--- src/rtl/axis_match_arbiter_if.sv ---
// AXI-Stream bundle between the feed handlers, the arbiter and the matcher.
// master: arbiter view (feed sinks, matcher source); slave: the peer side.
interface axis_match_arbiter_if #(
    parameter int NUM_SRC = 4,
    parameter int DATA_W  = 64,
    parameter int ID_W    = 2
);
    logic [NUM_SRC*DATA_W-1:0] s_axis_tdata;
    logic [NUM_SRC-1:0]        s_axis_tvalid;
    logic [NUM_SRC-1:0]        s_axis_tlast;
    logic [NUM_SRC-1:0]        s_axis_tready;
    logic [DATA_W-1:0]         m_axis_tdata;
    logic                      m_axis_tvalid;
    logic                      m_axis_tlast;
    logic [ID_W-1:0]           m_axis_tid;
    logic                      m_axis_tready;

    modport master (
        input  s_axis_tdata,
        input  s_axis_tvalid,
        input  s_axis_tlast,
        output s_axis_tready,
        output m_axis_tdata,
        output m_axis_tvalid,
        output m_axis_tlast,
        output m_axis_tid,
        input  m_axis_tready
    );

    modport slave (
        output s_axis_tdata,
        output s_axis_tvalid,
        output s_axis_tlast,
        input  s_axis_tready,
        input  m_axis_tdata,
        input  m_axis_tvalid,
        input  m_axis_tlast,
        input  m_axis_tid,
        output m_axis_tready
    );
endinterface

--- src/rtl/axis_match_arbiter.sv ---
// Packet-granular round-robin arbiter sharing one header matcher among feeds.
// Zero-latency pass-through of the granted source, one IDLE cycle per packet.
module axis_match_arbiter #(
    parameter int  NUM_SRC   = 4,
    parameter int  DATA_W    = 64,
    parameter int  MAX_BEATS = 16,
    localparam int ID_W      = $clog2(NUM_SRC)
) (
    input  logic                 aclk,
    input  logic                 areset,
    axis_match_arbiter_if.master bus,
    output logic                 grant_active,
    output logic [15:0]          pkt_count,
    output logic [15:0]          trunc_count
);
    typedef enum logic {
        IDLE = 1'b0,
        XFER = 1'b1
    } state_t;

    state_t            state;
    state_t            state_nxt;
    logic [ID_W-1:0]   grant;
    logic [ID_W-1:0]   last_grant;
    logic [ID_W-1:0]   pick;
    logic [ID_W-1:0]   idx;
    logic              found;
    logic [15:0]       beat_cnt;
    logic              any_req;
    logic              at_cap;
    logic              sel_last;
    logic              accept;
    logic              pkt_end;
    logic [DATA_W-1:0] src_data [NUM_SRC];

    for (genvar i = 0; i < NUM_SRC; i++) begin : g_unpack
        assign src_data[i] = bus.s_axis_tdata[i*DATA_W +: DATA_W];
    end

    assign any_req  = |bus.s_axis_tvalid;
    assign at_cap   = (beat_cnt == 16'(MAX_BEATS - 1));
    assign sel_last = bus.s_axis_tlast[grant];
    assign accept   = bus.m_axis_tvalid & bus.m_axis_tready;
    assign pkt_end  = accept & bus.m_axis_tlast;

    // First requester strictly after the previous winner, wrapping.
    always_comb begin
        pick  = last_grant;
        found = 1'b0;
        idx   = '0;
        for (int k = 1; k <= NUM_SRC; k++) begin
            idx = ID_W'((int'(last_grant) + k) % NUM_SRC);
            if (!found && bus.s_axis_tvalid[idx]) begin
                found = 1'b1;
                pick  = idx;
            end
        end
    end

    always_ff @(posedge aclk) begin
        if (areset) begin
            state <= IDLE;
        end else begin
            state <= state_nxt;
        end
    end

    always_comb begin
        state_nxt = state;
        unique case (state)
            IDLE: begin
                if (any_req) begin
                    state_nxt = XFER;
                end
            end
            XFER: begin
                if (pkt_end) begin
                    state_nxt = IDLE;
                end
            end
            default: state_nxt = IDLE;
        endcase
    end

    always_comb begin
        bus.s_axis_tready = '0;
        bus.m_axis_tvalid = 1'b0;
        bus.m_axis_tlast  = 1'b0;
        bus.m_axis_tdata  = src_data[grant];
        bus.m_axis_tid    = grant;
        grant_active      = 1'b0;
        unique case (state)
            XFER: begin
                bus.m_axis_tvalid        = bus.s_axis_tvalid[grant];
                bus.m_axis_tlast         = sel_last | at_cap;
                bus.s_axis_tready[grant] = bus.m_axis_tready;
                grant_active             = 1'b1;
            end
            default: begin
            end
        endcase
    end

    // A cut packet leaves the source's tail to compete as a fresh packet.
    always_ff @(posedge aclk) begin
        if (areset) begin
            grant       <= '0;
            last_grant  <= ID_W'(NUM_SRC - 1);
            beat_cnt    <= '0;
            pkt_count   <= '0;
            trunc_count <= '0;
        end else begin
            if (state == IDLE && any_req) begin
                grant    <= pick;
                beat_cnt <= '0;
            end
            if (state == XFER && accept) begin
                beat_cnt <= beat_cnt + 16'd1;
                if (bus.m_axis_tlast) begin
                    last_grant <= grant;
                    pkt_count  <= pkt_count + 16'd1;
                    if (!sel_last) begin
                        trunc_count <= trunc_count + 16'd1;
                    end
                end
            end
        end
    end
endmodule

--- src/flat_wrapper.sv ---
// flat-port wrapper written by rule: the top's interface ports become plain ports
module axis_match_arbiter_flat 
#(
    parameter int  NUM_SRC   = 4,
    parameter int  DATA_W    = 64,
    parameter int  MAX_BEATS = 16,
    localparam int ID_W      = $clog2(NUM_SRC)
)
  (aclk, areset, grant_active, pkt_count, trunc_count, bus_s_axis_tdata, bus_s_axis_tvalid, bus_s_axis_tlast, bus_s_axis_tready, bus_m_axis_tdata, bus_m_axis_tvalid, bus_m_axis_tlast, bus_m_axis_tid, bus_m_axis_tready);
  axis_match_arbiter_if #(.NUM_SRC(NUM_SRC), .DATA_W(DATA_W), .ID_W((2))) bus_i ();
  input  logic aclk;
  input  logic areset;
  output logic grant_active;
  output logic [15:0] pkt_count;
  output logic [15:0] trunc_count;
  input wire logic [$bits(bus_i.s_axis_tdata)-1:0] bus_s_axis_tdata;
  input wire logic [$bits(bus_i.s_axis_tvalid)-1:0] bus_s_axis_tvalid;
  input wire logic [$bits(bus_i.s_axis_tlast)-1:0] bus_s_axis_tlast;
  output wire logic [$bits(bus_i.s_axis_tready)-1:0] bus_s_axis_tready;
  output wire logic [$bits(bus_i.m_axis_tdata)-1:0] bus_m_axis_tdata;
  output wire logic [$bits(bus_i.m_axis_tvalid)-1:0] bus_m_axis_tvalid;
  output wire logic [$bits(bus_i.m_axis_tlast)-1:0] bus_m_axis_tlast;
  output wire logic [$bits(bus_i.m_axis_tid)-1:0] bus_m_axis_tid;
  input wire logic [$bits(bus_i.m_axis_tready)-1:0] bus_m_axis_tready;
  assign bus_i.s_axis_tdata = bus_s_axis_tdata;
  assign bus_i.s_axis_tvalid = bus_s_axis_tvalid;
  assign bus_i.s_axis_tlast = bus_s_axis_tlast;
  assign bus_s_axis_tready = bus_i.s_axis_tready;
  assign bus_m_axis_tdata = bus_i.m_axis_tdata;
  assign bus_m_axis_tvalid = bus_i.m_axis_tvalid;
  assign bus_m_axis_tlast = bus_i.m_axis_tlast;
  assign bus_m_axis_tid = bus_i.m_axis_tid;
  assign bus_i.m_axis_tready = bus_m_axis_tready;
  axis_match_arbiter #(.NUM_SRC(NUM_SRC), .DATA_W(DATA_W), .MAX_BEATS(MAX_BEATS)) u_core (.aclk(aclk), .areset(areset), .bus(bus_i), .grant_active(grant_active), .pkt_count(pkt_count), .trunc_count(trunc_count));
endmodule
--- config.mk ---
export PLATFORM = sky130hd
export DESIGN_NAME = axis_match_arbiter_flat
export DESIGN_NICKNAME = d
export VERILOG_FILES = /design/src/rtl/axis_match_arbiter_if.sv /design/src/rtl/axis_match_arbiter.sv /design/src/flat_wrapper.sv
export SDC_FILE = /design/constraint.sdc
export NUM_CORES = 1
export LEC_CHECK = 0
export ABC_CLOCK_PERIOD_IN_PS = 4350
export BUFFER_PORTS_ARGS = -buffer_cell sky130_fd_sc_hd__buf_2
export CORE_AREA = 8 8 139 141
export DETAILED_ROUTE_END_ITERATION = 8
export DIE_AREA = 0 0 147 149
export PLACE_DENSITY = 0.55
export REMOVE_ABC_BUFFERS = 1
export SLEW_MARGIN = 20
export SYNTH_ARGS = -nofsm -noshare
export SYNTH_HDL_FRONTEND = slang
export SYNTH_SLANG_ARGS = --single-unit
--- constraint.sdc ---
create_clock -name aclk -period 4.35 [get_ports aclk]
set_input_delay 0.87 -clock aclk [delete_from_list [all_inputs] [get_ports aclk]]
set_output_delay 0.87 -clock aclk [all_outputs]
set_load 0.005 [all_outputs]
==> flow_summary.ini, run 1 <==
[worst_setup_path]
critical_path_startpoint_category = primary input
worst-endpoint-required_ns = 3.48
worstSetupStartpoint = bus_s_axis_tlast[3]
regToRegStartpoint = u_core.bus.m_axis_tid[1]$_SDFFE_PP0P_
worst-setup-path-type = in -> out
critical_path_peak_fanout = 14
end_kind = output port
worstPathArrival_ns = 2.22

[power_and_ir_drop]
p_sw_mw = 0.456
comb_power_share_pct = 38.3
swShare_pct = 31.3
p_leak_nw = 2.79
power.clock.fraction_pct = 27.2
power_frac_seq_pct = 34.5
powerDensity_nw_per_um2 = 227
maximum_vdd_drop_v = 0.000192
intPower_mw = 1.00

[timing]
timing.hold.ws_ns = 0.498
max_slew_margin_pct = 46.5
report.final.setup_viol = 0
final.period_utilization_pct = 70.9
finalClockSkew_ns = 0.00524
maxClockFrequency_ghz = 0.324
hold_viol = 0
transition_time_of_the_tightest_slew_check_pin_ns = 0.801
finalSetupTns_ns = 0
timing.final.crit_period_ns = 3.09
setup_repair_after_global_routing_missed_its_margin = no
timing_max_transition_violations_final = 0

[route]
detail_route.vias_per_cell = 5.18
firstDrtPassIters = 5
drt_wl_total_microns = 25200
iteration_0_drc_count_of_the_detailed_router = 452
route.detailed.drc = 0
vias = 5091
post_drt_wl_per_cell_microns = 25.7
antenna_left = 0

[global_routing]
number_of_antenna_violations_at_the_first_check_in_global_routing = 7
grt-ovfl-total = 0
globalRouteTotalUtil_pct = 21.6
grt_pass1_vias = 5119
largest_net_degree_at_the_start_of_global_routing = 49
grt_pass1_wl_microns = 35200

[cts]
clkLatencyLatePin_ns = 0.29
cts_max_path_buffers = 2
ctsResizeCount = 0
cts_htree_levels = 2
cts_num_sinks = 53
post-cts-setup-buffer-count = 0
holdBufCountCts = 0
clk_pin_slew_worst_paths_ns = 0.07
tritoncts.num_buffers = 5
cts.root.buffer_cell = sky130_fd_sc_hd__clkbuf_16
tritoncts = built

[logic_synthesis]
synth_area_leaders = sky130_fd_sc_hd__mux4_2 (36%), sky130_fd_sc_hd__dfxtp_1 (25%), sky130_fd_sc_hd__xnor2_1 (4.6%)
yosysWarningCount = 0
synth_seq_cells = 53
seq_area_frac_synth_pct = 25.4
yosys.area.top_type = sky130_fd_sc_hd__mux4_2
synth-edff-count = 0
post_synthesis_average_cell_area_sq_um = 10.5
yosysTopAreaCellShare_pct = 35.6
yosys_most_used_dff = sky130_fd_sc_hd__dfxtp_1
syn-cell-area_sq_um = 4180
netlist_instances = 397
synth_cell_types = 47
fraction_of_registers_with_async_set_reset_pct = 0

[placement]
place.port_buffers = 371
finalWeightedCongestion = 0.972
place.detailed.instances = 968
dp_hpwl_microns = 22000

[hold_path]
hold_path_class = reg -> reg
hold_start = u_core.pkt_count[15]$_SDFFE_PP0P_

[final_layout]
final_layout_size_suffix_gt1_share_pct = 61.8
synth_to_final_area_change_pct = 53.4
fin_cells = 983
layout_commonest_cell = sky130_fd_sc_hd__buf_2
nets = 1020
nFillCells = 1789
most-common-layout-cells = sky130_fd_sc_hd__buf_2 (371), sky130_fd_sc_hd__mux4_2 (66), sky130_fd_sc_hd__dfxtp_1 (51)

[floorplan]
floorplan.io_pins = 372
number_of_standard_cell_rows_in_the_floorplan = 48
initial_core_util_pct = 24.5
chipWidth_microns = 147
dieArea_sq_um = 21900
chipHeight_microns = 149
core-area_sq_um = 17100

[run_status]
status = finished clean

[job]
max_cap_violations = 0
==> synth_stat cells (2+ instances only) <==
master	n
sky130_fd_sc_hd__nand3_1	15
sky130_fd_sc_hd__buf_1	8
sky130_fd_sc_hd__inv_1	6
sky130_fd_sc_hd__o2111ai_1	2
sky130_fd_sc_hd__nand4_1	13
sky130_fd_sc_hd__and2_1	4
sky130_fd_sc_hd__nor2b_1	2
sky130_fd_sc_hd__or4_1	4
sky130_fd_sc_hd__mux2_2	3
sky130_fd_sc_hd__nand2_1	23
sky130_fd_sc_hd__or3_1	5
sky130_fd_sc_hd__xnor2_1	22
sky130_fd_sc_hd__nor2_1	39
sky130_fd_sc_hd__buf_2	3
sky130_fd_sc_hd__nor4_1	15
sky130_fd_sc_hd__and3_1	10
sky130_fd_sc_hd__o31ai_1	2
sky130_fd_sc_hd__nor4_2	3
sky130_fd_sc_hd__nand3b_1	3
sky130_fd_sc_hd__ha_1	3
sky130_fd_sc_hd__nor4b_1	4
sky130_fd_sc_hd__o21ai_0	13
sky130_fd_sc_hd__nand2b_1	3
sky130_fd_sc_hd__nor3b_1	4
sky130_fd_sc_hd__o41ai_1	2
sky130_fd_sc_hd__mux4_2	66
sky130_fd_sc_hd__a31o_2	3
sky130_fd_sc_hd__a31oi_1	2
sky130_fd_sc_hd__and4_1	4
sky130_fd_sc_hd__dfxtp_1	53
sky130_fd_sc_hd__a21oi_1	19
sky130_fd_sc_hd__nor3_1	6
sky130_fd_sc_hd__clkbuf_1	19
==> power by group through the flow <==
stage	sequential, mW	clock (mW)	combinational [mW]
detailed placement	0.515	0	0.558
global route	0.505	0.428	0.597
finish	0.503	0.396	0.558
global placement	0.515	0	0.554
CTS	0.504	0.411	0.559
floorplan	0.547	0	0.223
==> cell families after synthesis <==
| logic type | count (synthesis) | share of synthesized area, % |
|---|---|---|
| xor gates and xnor gates | 22 | 4.61 |
| muxes | 70 | 36.6 |
| AOI/OAI and AO/OA | 53 | 8.12 |
| adders and majority gates | 3 | 0.899 |
| and+or+nand+nor | 159 | 20.8 |
| buffers and inverters | 37 | 3.50 |
| DFF | 53 | 25.4 |
==> worst max-delay path, stage by stage <==
cell                      delay [ns]
sky130_fd_sc_hd__buf_2          0.10
sky130_fd_sc_hd__mux4_2         0.64
sky130_fd_sc_hd__a41oi_2        0.30
sky130_fd_sc_hd__nor2b_1        0.13
sky130_fd_sc_hd__buf_2          0.16
==> state kept, by name, indices dropped and copies added (netlist names) <==
register and flops:
u_core.last_grant 2, u_core.trunc_count 16, u_core.beat_cnt 16, u_core.pkt_count 16, u_core.state 1, u_core.bus.m_axis_tid 2
==> final cells by class <==
class / count / area [sq um] / share of cell area, %
multi-input cells: 307 / 2970 / 46.3
clock buffers: 5 / 125 / 1.95
diodes: 7 / 17.5 / 0.273
flip-flops and latches: 53 / 1070 / 16.7
inverters: 6 / 22.5 / 0.351
repair buffers: 377 / 1900 / 29.7
well taps: 225 / 282 / 4.39
clock inverters: 3 / 22.5 / 0.351
==> path summary, 6_finish.rpt <==
check,to,slack (ns),cells past startpoint
worst max-delay path,bus_m_axis_tlast,1.26,5
worst min-delay path,u_core.pkt_count[15]$_SDFFE_PP0P_,0.50,2
worst max register to register,u_core.pkt_count[10]$_SDFFE_PP0P_,1.68,5
worst min register to register,u_core.pkt_count[15]$_SDFFE_PP0P_,0.50,2
==> per-stage QoR <==
stage / area, sq um / setup WS [ns] / utilization [%] / total power [mW]
floorplan: 4050 / -0.834 / - / 0.770
global placement: 6240 / 1.25 / 36.6 / 1.07
detailed placement: 6240 / 1.25 / 36.6 / 1.07
CTS: 6390 / 1.24 / 37.5 / 1.47
global route: 6400 / 1.19 / 37.6 / 1.53
finish: 6410 / 1.26 / 37.6 / 1.46
==> per-layer routing <==
layer  global-route usage (%)  wire length [microns]
met4                     5.15                    388
met1                     27.6                  10400
met3                     8.10                   2780
met5                        0                     13
met2                     34.0                  11700
No activity file was read; power rests on OpenSTA's default activity.
==> inputs of run 2 (changes only) <==
--- a/config.mk
+++ b/config.mk
@@ -5,12 +5,12 @@
 export SDC_FILE = /design/constraint.sdc
 export NUM_CORES = 1
 export LEC_CHECK = 0
-export ABC_CLOCK_PERIOD_IN_PS = 4350
+export ABC_CLOCK_PERIOD_IN_PS = 2720
 export BUFFER_PORTS_ARGS = -buffer_cell sky130_fd_sc_hd__buf_2
-export CORE_AREA = 8 8 139 141
+export CORE_AREA = 8 8 140 142
 export DETAILED_ROUTE_END_ITERATION = 8
-export DIE_AREA = 0 0 147 149
-export PLACE_DENSITY = 0.55
+export DIE_AREA = 0 0 148 150
+export PLACE_DENSITY = 0.57
 export REMOVE_ABC_BUFFERS = 1
 export SLEW_MARGIN = 20
 export SYNTH_ARGS = -nofsm -noshare
==> constraint.sdc (replaced) <==
create_clock -name aclk -period 2.72 [get_ports aclk]
set_input_delay 0.544 -clock aclk [delete_from_list [all_inputs] [get_ports aclk]]
set_output_delay 0.544 -clock aclk [all_outputs]
set_load 0.005 [all_outputs]
==> flow_summary.ini, run 2 (synthesis results as in run 1) <==
[power_and_ir_drop]
swShare_pct = 29.0
powerDensity_nw_per_um2 = 375
comb_power_share_pct = 36.9
p_leak_nw = 2.85
intPower_mw = 1.73
maximum_vdd_drop_v = 0.000189
power.clock.fraction_pct = 30.2
totalPowerFinal_mw = 2.44
power_frac_seq_pct = 32.8
p_sw_mw = 0.709

[worst_setup_path]
worstPathArrival_ns = 2.05
critical_path_peak_fanout = 25
end_kind = output port
worst-endpoint-required_ns = 2.18
worst-setup-path-type = reg -> out
critical_path_startpoint_category = flop

[floorplan]
floorplan.io_pins = 372
chipHeight_microns = 150
number_of_standard_cell_rows_in_the_floorplan = 49
chipWidth_microns = 148
core-area_sq_um = 17500
initial_core_util_pct = 23.8
dieArea_sq_um = 22200

[timing]
finalClockSkew_ns = 0.00317
timing.final.crit_period_ns = 2.60
hold_viol = 0
maxClockFrequency_ghz = 0.385
report.final.setup_viol = 0
final.period_utilization_pct = 95.5
transition_time_of_the_tightest_slew_check_pin_ns = 0.516
max_slew_margin_pct = 65.6
timing_max_transition_violations_final = 0
setup_repair_after_global_routing_missed_its_margin = no

[route]
post_drt_wl_per_cell_microns = 24.6
iteration_0_drc_count_of_the_detailed_router = 378
drt_wl_total_microns = 24400
firstDrtPassIters = 5
route.detailed.drc = 0
vias = 5120
detail_route.vias_per_cell = 5.17
antenna_left = 0

[global_routing]
globalRouteTotalUtil_pct = 20.3
number_of_antenna_violations_at_the_first_check_in_global_routing = 11
grt_pass1_vias = 5084
grt-ovfl-total = 0
grt_pass1_wl_microns = 33600
largest_net_degree_at_the_start_of_global_routing = 38

[cts]
post-cts-setup-buffer-count = 0
cts_max_path_buffers = 2
holdBufCountCts = 0
cts.root.buffer_cell = sky130_fd_sc_hd__clkbuf_16
ctsResizeCount = 0
clkLatencyLatePin_ns = 0.29
tritoncts = built
cts_htree_levels = 2
clk_pin_slew_worst_paths_ns = 0.07
tritoncts.num_buffers = 5
cts_num_sinks = 53

[final_layout]
fin_cells = 991
layout_commonest_cell = sky130_fd_sc_hd__buf_2
nets = 1028
postLayoutCoreUtil_pct = 37.1
synth_to_final_area_change_pct = 55.6
fin_area_sq_um = 6500
reg_top3 = u_core.beat_cnt (16), u_core.pkt_count (16), u_core.trunc_count (16)
most-common-layout-cells = sky130_fd_sc_hd__buf_2 (371), sky130_fd_sc_hd__mux4_2 (66), sky130_fd_sc_hd__dfxtp_1 (51)
final_layout_size_suffix_gt1_share_pct = 62.1

[hold_path]
hold_path_class = reg -> reg

[placement]
dp_hpwl_microns = 21300
postPlaceCellArea_sq_um = 6320
place.detailed.instances = 980
place.port_buffers = 371
finalWeightedCongestion = 0.908

[job]
max_cap_violations = 0

[run_status]
status = finished clean
run 2: cell type report:
type / count / area [sq um]
fillers: 1848 / 11000
inverters: 6 / 22.5
well taps: 229 / 287
flip-flops and latches: 53 / 1070
diodes: 3 / 7.51
clock inverters: 1 / 30.0
repair buffers: 385 / 1970
clock buffers: 7 / 143
multi-input cells: 307 / 2970
run 2: path summary, 6_finish.rpt:
| kind | slack (ns) | to | depth (start not counted) | from |
|---|---|---|---|---|
| worst max-delay path | 0.12 | bus_m_axis_tdata[23] | 3 | u_core.bus.m_axis_tid[0]$_SDFFE_PP0P_ |
| worst min-delay path | 0.51 | u_core.beat_cnt[2]$_SDFFE_PP0P_ | 2 | u_core.beat_cnt[2]$_SDFFE_PP0P_ |
| worst min register to register | 0.51 | u_core.beat_cnt[2]$_SDFFE_PP0P_ | 2 | u_core.beat_cnt[2]$_SDFFE_PP0P_ |
| worst max register to register | 0.43 | u_core.trunc_count[8]$_SDFFE_PP0P_ | 7 | u_core.beat_cnt[0]$_SDFFE_PP0P_ |
run 2: routing by layer:
layer  track usage (%)  up-vias  share of wire (%)
met3              8.92       49                 11
li1                  -     2316                  -
met4              5.41       12                2.1
met1              25.0     2470                 39
met5                 0        -               0.32
met2              31.8      273                 47
run 2: critical path: stages, from the launching register on:
cell and delay [ns]:
sky130_fd_sc_hd__dfxtp_4 0.50, sky130_fd_sc_hd__buf_4 0.47, sky130_fd_sc_hd__mux4_2 0.63, sky130_fd_sc_hd__buf_2 0.16
run 2: power groups by stage:
stage | clock network, mW | logic, mW | registers [mW]
2_1_floorplan | 0 | 0.357 | 0.874
3_3_place_gp | 0 | 0.898 | 0.821
4_1_cts | 0.757 | 0.904 | 0.803
3_5_place_dp | 0 | 0.903 | 0.821
6_report | 0.738 | 0.901 | 0.802
5_1_grt | 0.794 | 0.968 | 0.804
run 2: per-stage QoR:
step | hold WS, ns | TNS (ns) | setup slack (ns)
final | 0.507 | 0 | 0.121
after detailed placement | 0.496 | 0 | 0.399
after global placement | 0.487 | 0 | 0.399
after CTS | 0.509 | 0 | 0.0782
after floorplan | 0.460 | -200.85 | -2.42
after global routing | 0.526 | 0 | 0.00595
